[config.mk]
export PLATFORM = sky130hd
export DESIGN_NAME = if_fetch_unit
export DESIGN_NICKNAME = d
export VERILOG_FILES = /design/src/rtl/cpu_pkg.sv /design/src/rtl/fetch_perf_ctr.sv /design/src/rtl/if_fetch_unit.sv
export SDC_FILE = /design/constraint.sdc
export NUM_CORES = 1
export LEC_CHECK = 0
export CAP_MARGIN = 40
export CORE_MARGIN = 2
export CORE_UTILIZATION = 46
export CTS_BUF_LIST = sky130_fd_sc_hd__clkbuf_8
export DETAILED_ROUTE_END_ITERATION = 10
export GPL_TIMING_DRIVEN = 0
export HOLD_SLACK_MARGIN = 0.05
export MAX_ROUTING_LAYER = met4
export PLACE_DENSITY_LB_ADDON = 0.2
export SYNTH_ARGS = -nofsm -noshare
export SYNTH_HDL_FRONTEND = slang
export SYNTH_SLANG_ARGS = --single-unit
[constraint.sdc]
create_clock -name clk_i -period 2.7 [get_ports clk_i]
set_clock_uncertainty 0.05 [all_clocks]
set_input_delay 0.675 -clock clk_i [delete_from_list [all_inputs] [get_ports clk_i]]
set_output_delay 0.675 -clock clk_i [all_outputs]
set_load 0.005 [all_outputs]
[src/rtl/cpu_pkg.sv]
// Shared CPU definitions: NOP encoding, fetch FSM state type and default reset PC.
package cpu_pkg;

    localparam logic [31:0] NOP_INST         = 32'h0000_0000;
    localparam logic [31:0] RESET_PC_DEFAULT = 32'h0000_0000;

    typedef enum logic [1:0] {
        S_REQ  = 2'd0,
        S_HELD = 2'd1,
        S_DROP = 2'd2
    } fetch_state_t;

endpackage

[src/rtl/fetch_perf_ctr.sv]
// Fetch performance counters (delivered fetches, hold cycles); wrapping, async active-low reset.
// Compiled only when IF_FETCH_PERF_EN is defined.
`ifdef IF_FETCH_PERF_EN
module fetch_perf_ctr (
    input  logic        clk_i,
    input  logic        rst_i,
    input  logic        fetch_evt_i,
    input  logic        hold_evt_i,
    output logic [31:0] fetch_cnt_o,
    output logic [31:0] hold_cnt_o
);

    always_ff @(posedge clk_i or negedge rst_i) begin
        if (!rst_i) begin
            fetch_cnt_o <= 32'd0;
            hold_cnt_o  <= 32'd0;
        end else begin
            if (fetch_evt_i) fetch_cnt_o <= fetch_cnt_o + 32'd1;
            if (hold_evt_i)  hold_cnt_o  <= hold_cnt_o + 32'd1;
        end
    end

endmodule
`endif

[src/rtl/if_fetch_unit.sv]
// Instruction-fetch stage: PC register, req/ack fetch FSM, stall buffering and branch redirect.
// Optional perf counters (perf_fetch_cnt_o, perf_hold_cnt_o) when IF_FETCH_PERF_EN is defined.
module if_fetch_unit
    import cpu_pkg::*;
#(
    parameter logic [31:0] RESET_PC = RESET_PC_DEFAULT
) (
    input  logic         clk_i,
    input  logic         rst_i,
    input  logic         stall_i,
    input  logic         branch_i,
    input  logic [31:0]  branch_target_i,
    output logic         imem_req_o,
    output logic [31:0]  imem_addr_o,
    input  logic         imem_ack_i,
    input  logic [31:0]  imem_rdata_i,
    output logic [31:0]  add_pc_o,
    output logic [31:0]  inst_o,
    output logic         fetch_hold_o,
    output fetch_state_t state_o
`ifdef IF_FETCH_PERF_EN
    ,
    output logic [31:0]  perf_fetch_cnt_o,
    output logic [31:0]  perf_hold_cnt_o
`endif
);

    // Handshake: a transfer completes in any cycle with imem_req_o && imem_ack_i; the
    // address is held until then, and ack may arrive combinationally in the request cycle.
    fetch_state_t state_q, state_d;
    logic [31:0]  pc_q, pc_d;
    logic [31:0]  inst_buf_q, inst_buf_d;
    logic [31:0]  redir_pc_q, redir_pc_d;
    logic [31:0]  pc_plus4;
    logic [31:0]  inst;
    logic         req;
    logic         hold;

    assign pc_plus4 = pc_q + 32'd4;

    always_ff @(posedge clk_i or negedge rst_i) begin
        if (!rst_i) begin
            state_q    <= S_REQ;
            pc_q       <= RESET_PC;
            inst_buf_q <= NOP_INST;
            redir_pc_q <= 32'd0;
        end else begin
            state_q    <= state_d;
            pc_q       <= pc_d;
            inst_buf_q <= inst_buf_d;
            redir_pc_q <= redir_pc_d;
        end
    end

    always_comb begin
        state_d    = state_q;
        pc_d       = pc_q;
        inst_buf_d = inst_buf_q;
        redir_pc_d = redir_pc_q;
        req        = 1'b0;
        inst       = NOP_INST;
        hold       = 1'b1;
        case (state_q)
            S_REQ: begin
                req = 1'b1;
                if (imem_ack_i) begin
                    inst = imem_rdata_i;
                    hold = 1'b0;
                end
                if (branch_i && imem_ack_i) begin
                    pc_d = branch_target_i;
                end else if (branch_i) begin
                    redir_pc_d = branch_target_i;
                    state_d    = S_DROP;
                end else if (imem_ack_i && stall_i) begin
                    inst_buf_d = imem_rdata_i;
                    state_d    = S_HELD;
                end else if (imem_ack_i) begin
                    pc_d = pc_plus4;
                end
            end
            S_HELD: begin
                inst = inst_buf_q;
                hold = 1'b0;
                if (branch_i) begin
                    pc_d    = branch_target_i;
                    state_d = S_REQ;
                end else if (!stall_i) begin
                    pc_d    = pc_plus4;
                    state_d = S_REQ;
                end
            end
            S_DROP: begin
                // Abandoned request must still complete; a branch arriving now wins over redir_pc_q.
                req = 1'b1;
                if (branch_i) redir_pc_d = branch_target_i;
                if (imem_ack_i) begin
                    pc_d    = branch_i ? branch_target_i : redir_pc_q;
                    state_d = S_REQ;
                end
            end
            default: state_d = S_REQ;
        endcase
        if (!rst_i) begin
            req  = 1'b0;
            inst = NOP_INST;
            hold = 1'b1;
        end
    end

    assign imem_req_o   = req;
    assign imem_addr_o  = pc_q;
    assign add_pc_o     = pc_plus4;
    assign inst_o       = inst;
    assign fetch_hold_o = hold;
    assign state_o      = state_q;

`ifdef IF_FETCH_PERF_EN
    logic fetch_evt;

    assign fetch_evt = rst_i && (state_q == S_REQ) && imem_ack_i;

    fetch_perf_ctr u_perf (
        .clk_i       (clk_i),
        .rst_i       (rst_i),
        .fetch_evt_i (fetch_evt),
        .hold_evt_i  (hold),
        .fetch_cnt_o (perf_fetch_cnt_o),
        .hold_cnt_o  (perf_hold_cnt_o)
    );
`endif

endmodule

==> metrics.cfg, run 1 <==
[outcome]
status=complete, but fails checks
violations=negative setup slack

[synth]
yosysWarnings=0
synth-seq-cells=98
avgSynthCellArea_sq_um=9.28
synth_nets=753
syn_inst=680
synth.most_common_cell=dfrtp_1
netlist_area_sq_um=6310
synth_top_area_share=0.388
synthTopCellsByArea=dfrtp_1, mux2_2, a22oi_1
synth.largest_area_cell=dfrtp_1
synth_ff_type=dfrtp_1
synth_common_cells=dfrtp_1, mux2_2, nor2_1, clkbuf_1, o21ai_0
async_flop_share=1.00
ys_seq_area_frac=0.388
synth-edff-count=0
synth.distinct_cells=72

[cts]
clockRootBuffer=clkbuf_8
clockBufferDepth=2
clk_latency_ns=0.39
clk_pin_slew_ns=0.10
cts_inserted_buffers=9
cts_tree=built
hold_buffers=0
htreeDepth=3
clock-sinks=98

[power_and_ir_drop]
p_leak_nw=4.34
peakVddDrop_v=0.000486
power_density_nw_per_um2=1010

[global_route]
antenna_found_initial=0
grt_pass1_vias=7194
grt_pass1_wl_microns=38100
grt_remaining_overflow=0
grt_max_degree=50
gr-usage-all-layers=0.346

[layout]
syn2layout_area_growth_pct=60.1
drive_gt1_frac=0.399
fin_nets=1039
n_fill_cell=906
multi_input_area_sq_um=4190
finalInstanceArea_sq_um=10100
antenna_cells=0
seqCellArea_sq_um=2470

[sta]
rsz0062_at_grt=true
slew_headroom=0.424
setup_violations=22
slew_violations=0
tns_ns=-4.70
tightestPinTransition_ns=0.864
timing.final.crit_share=1.15
worst_slack_ns=-0.407
period_needed_ns=3.11
fmax_mhz=322
hold_viol_final=0

[setup_path]
cp_slowest_cell=clkdlybuf4s50_1
start_kind=flip-flop
path_delay_family=buffers and inverters
required_ns=1.98
cp_cell_sequence=buf_4 -> nand2_1 -> nor4_2 -> xor2_1 -> clkdlybuf4s50_1
critPathArrivalTime_ns=2.38
critical_path_class=reg -> out
critical_path_buf_inv_count=2
worst-path-max-fanout=5
slowest_delay_ns=0.55
cp-end-kind=primary output

[route]
ant_nets=0
avgRoutedWirePerCell_microns=22.5
wirelength_microns=25800
drc=0
num_vias=7395
dr.first_iter.drc_count=843
dr.pass1.iters=5
viasPerCell=6.45

[die]
core.rowCount=42
ios=169
fp.dieW_microns=121
coreArea_sq_um=13300
dieArea_sq_um=14700
start_util=0.473
die_y_microns=121

[flow_run]
drv_cap=0

[hold_path]
hp-class=in -> async

[place]
placed_area_sq_um=8250
hpwl_microns=16300
io_buffer_count=168
place_congestion=0.915

cell type report:
class / instances / share of cell area
clock buffers: 10 / 0.0136
inverters: 15 / 0.00582
repair buffers: 281 / 0.250
clock inverters: 5 / 0.00792
multi-input cells: 508 / 0.414
flip-flops and latches: 98 / 0.244
well taps: 176 / 0.0218
plain buffers: 53 / 0.0428
repair_timing:
item / CTS / global route
hold endpoints to repair: 0 / 0
resized for setup: 301 / 132
pin swaps: 37 / 40
setup buffers: 78 / 33
setup endpoints to repair: 112 / 82
gates cloned: 3 / 3
per-stage QoR:
step | hold WS [ns] | utilization | total power [mW] | setup slack [ns] | std cells
after floorplan | 0.329 | - | 5.43 | 0.0454 | 680
after global placement | 0.437 | 0.615 | 7.47 | -4.73 | 1024
after detailed placement | 0.445 | 0.618 | 7.65 | -0.995 | 1026
after CTS | 0.0938 | 0.726 | 9.51 | -0.422 | 1116
after global routing | 0.0985 | 0.757 | 10.7 | -0.446 | 1146
final | 0.0796 | 0.757 | 10.2 | -0.407 | 1146
cell families after synthesis:
| family | share of synthesized area |
|---|---|
| flip-flops | 0.388 |
| buffers and inverters | 0.0482 |
| AO/OA/AOI/OAI | 0.246 |
| adder cells (fa/ha/maj) | 0.00793 |
| XOR/XNOR | 0.0347 |
| multiplexers | 0.127 |
| AND/OR/NAND/NOR | 0.147 |
state kept, by name, indices dropped and copies added (netlist names):
signal,cells
imem_addr_o,32
inst_buf_q,32
redir_pc_q,32
state_o,2
where the power goes:
group          internal [mW]  switching (mW)
clock network          0.541           0.554
logic                   3.18            3.03
registers               2.20           0.693
total                   5.93            4.28
cell usage in the layout (no fill, tap or decap), types with 25 or more instances in the layout:
cell / Yosys / routed
a22oi_2: 0 / 25
buf_2: 2 / 25
buf_4: 2 / 83
buf_6: 1 / 30
clkbuf_2: 1 / 36
clkdlybuf4s50_1: 0 / 107
dfrtp_1: 98 / 84
mux2_2: 66 / 66
nand2_1: 40 / 33
nor2_1: 64 / 56
o21ai_0: 44 / 44
worst reg2reg max path, delay by kind of cell, from the launching register on:
kind | cells | cell delay, ns
buffers and inverters | 3 | 0.82
AO/OA/AOI/OAI | 3 | 0.75
flip-flops | 1 | 0.47
adder cells (fa/ha/maj) | 1 | 0.18
AND/OR/NAND/NOR | 1 | 0.30
per-layer routing:
metal / track usage / wire length (microns) / vias up
met5: - / 0 / -
met4: 0.198 / 1340 / 0
met3: 0.0794 / 2450 / 121
met2: 0.527 / 12200 / 531
met1: 0.423 / 9870 / 3595
li1: - / - / 3148
path summary, 6_finish.rpt:
check | start | end | slack, ns | depth (start not counted)
max in group asynchronous | rst_i | inst_buf_q[4] | 1.88 | 2
min in group clk_i | redir_pc_q[0] | redir_pc_q[0] | 0.47 | 1
min reg2reg | redir_pc_q[0] | redir_pc_q[0] | 0.47 | 1
min | rst_i | redir_pc_q[9] | 0.08 | 1
max | imem_addr_o[11] | add_pc_o[14] | -0.41 | 5
max reg2reg | state_o[0] | imem_addr_o[15] | 0.03 | 8
Note: power is estimated with default switching activity, not from simulation.
==> inputs of run 2 (changes only) <==
- ABC_AREA: unset -> 1
==> run 2 against run 1 <==
Compared with the run above: the flow still finishes with violations (negative setup slack); synthesized area increased by 4.5%; critical path depth is 6 higher; sequential share of layout area decreased by 0.24 points; core utilization fell by 2.4 points; count of clock-buffer cells in the layout is 1 higher; largest cell class unchanged; register-to-register slack lost 0.13 ns.
==> metrics.cfg, run 2 <==
[place]
io_buffer_count=168
hpwl_microns=17600
place_congestion=0.951
dp.cells=1377

[sta]
period_needed_ns=2.89
worst_slack_ns=-0.194
tns_ns=-1.40
timing.final.crit_share=1.07
setup_violations=18
hold_viol_final=0
fmax_mhz=346
rsz0062_at_grt=true
slew_headroom=0.492
slew_violations=0
tightestPinTransition_ns=0.759

[global_route]
antenna_found_initial=0
grt_pass1_vias=8035
grt_remaining_overflow=0
gr-usage-all-layers=0.363
grt_pass1_wl_microns=41000
grt_max_degree=39

[route]
wirelength_microns=27700
ant_nets=0
drc=0
dr.first_iter.drc_count=967
dr.pass1.iters=6
num_vias=8545
viasPerCell=5.69
avgRoutedWirePerCell_microns=18.4

[power_and_ir_drop]
p_leak_nw=4.91
power_frac_seq=0.265
clkPwrFrac=0.096
power_switching_mw=4.77
p_sw_frac=0.468
p_int_mw=5.42
power_density_nw_per_um2=996
p_comb_frac=0.640
peakVddDrop_v=0.000433

[synth]
synth.largest_area_cell=dfrtp_1
async_flop_share=1.00
synth_common_cells=nand2_1, dfrtp_1, nand3_1, o21ai_0, nor2_1
synth_nets=1100
synth.most_common_cell=nand2_1
synth.distinct_cells=34
synth-edff-count=0
avgSynthCellArea_sq_um=6.42
synth_ff_type=dfrtp_1
ys_seq_area_frac=0.372
netlist_area_sq_um=6600
synth_top_area_share=0.372
yosysWarnings=0
synthTopCellsByArea=dfrtp_1, nand2_1, nand3_1
synth-seq-cells=98
syn_inst=1027

[cts]
clk_pin_slew_ns=0.09
clock-sinks=98
clockRootBuffer=clkbuf_8
cts_tree=built
clockBufferDepth=2
cts_inserted_buffers=9
clk_latency_ns=0.41
htreeDepth=3

[layout]
fin_nets=1390
fin_cells=1502
syn2layout_area_growth_pct=55.0
final_cell_mix=nand2_1, clkdlybuf4s50_1, buf_4
antenna_cells=0
layout.cells.most_common=nand2_1
n_fill_cell=1090
drive_gt1_frac=0.239

[setup_path]
worst-path-max-fanout=3
required_ns=1.98
cp-end-kind=primary output
critPathArrivalTime_ns=2.17
start_kind=flip-flop
critical_path_class=reg -> out

[outcome]
violations=negative setup slack
status=complete, but fails checks

[hold_path]
hp-class=in -> async

[die]
start_util=0.473
fp.dieW_microns=124
die_y_microns=124
ios=169
dieArea_sq_um=15300
core.rowCount=43
coreArea_sq_um=13900

[flow_run]
drv_cap=0

[run 2: cell count changes after synthesis, sizes merged, moves of 13 or more]
cell | previous run | this run
a21oi | 23 | 67
a221oi | 20 | 0
a22oi | 40 | 0
inv | 14 | 65
mux2 | 66 | 0
nand2 | 40 | 451
nand3 | 16 | 76
nor2 | 64 | 80
o21ai | 44 | 79
xnor2 | 17 | 4
[run 2: final timing paths]
path / slack [ns] / cells past startpoint / to / from
worst max register to register: -0.10 / 21 / imem_addr_o[24] / imem_addr_o[3]
worst max-delay path: -0.19 / 11 / add_pc_o[23] / imem_addr_o[2]
max in group asynchronous: 1.24 / 2 / imem_addr_o[25] / rst_i
worst min-delay path: 0.14 / 2 / inst_buf_q[31] / rst_i
worst min register to register: 0.43 / 2 / inst_buf_q[29] / inst_buf_q[29]
min in group clk_i: 0.43 / 2 / inst_buf_q[29] / inst_buf_q[29]
[run 2: power by group through the flow]
stage / Sequential, mW / Clock (mW) / Combinational [mW]
CTS: 2.66 / 0.971 / 5.87
finish: 2.70 / 0.974 / 6.52
global route: 2.76 / 1.04 / 7.00
floorplan: 2.62 / 0 / 2.81
detailed placement: 2.77 / 0 / 5.01
global placement: 2.76 / 0 / 4.92
[run 2: repair_timing]
action | in CTS | in global routing
pin swaps | 39 | 30
setup buffers | 87 | 23
gates resized for setup | 229 | 104
hold buffers | 2 | 0
cloned | 1 | 0
hold endpoints to repair | 13 | 0
endpoints found under the setup margin | 61 | 55
[run 2: cell type report]
type,instances,area [sq um],share of cell area
tap,180,225,0.0220
timing repair buffer,280,2570,0.252
inverter,66,263,0.0257
clock inverter,5,38.8,0.00379
clock buffer,11,151,0.0148
buffer,56,352,0.0344
sequential,98,2470,0.242
multi-input combinational,806,4150,0.406
[run 2: worst max-delay path: stages, from the launching register on]
cell and delay, ns:
dfrtp_1 0.43, inv_2 0.10, nor2_4 0.26, buf_6 0.14, buf_6 0.09, nand2_4 0.05
nor2_4 0.11, buf_6 0.12, buf_8 0.11, nand3_4 0.07, and2_4 0.17, buf_6 0.11
[run 2: metal layers]
| metal | global-route usage | vias to the layer above | wire, microns |
|---|---|---|---|
| met1 | 0.429 | 3854 | 10100 |
| met4 | 0.237 | 0 | 2090 |
| met2 | 0.547 | 631 | 12400 |
| met3 | 0.0952 | 208 | 3040 |
| met5 | - | - | 0 |
| li1 | - | 3852 | - |
[run 2: logic make-up after synthesis]
group	synth area share
flops	0.372
buf+inv	0.0762
xor+xnor	0.0218
fa+ha+maj	0.00759
simple gates	0.384
compound gates	0.139
[run 2: stage by stage]
stage | total power [mW] | hold slack [ns] | instance area, sq um | setup slack, ns | utilization
finish | 10.2 | 0.144 | 10200 | -0.194 | 0.734
global route | 10.8 | 0.135 | 10200 | -0.277 | 0.734
CTS | 9.51 | 0.143 | 9820 | -0.175 | 0.704
detailed placement | 7.77 | 0.412 | 8540 | -0.726 | 0.613
global placement | 7.67 | 0.404 | 8500 | -4.66 | 0.610
floorplan | 5.43 | 0.329 | 6600 | 0.534 | -
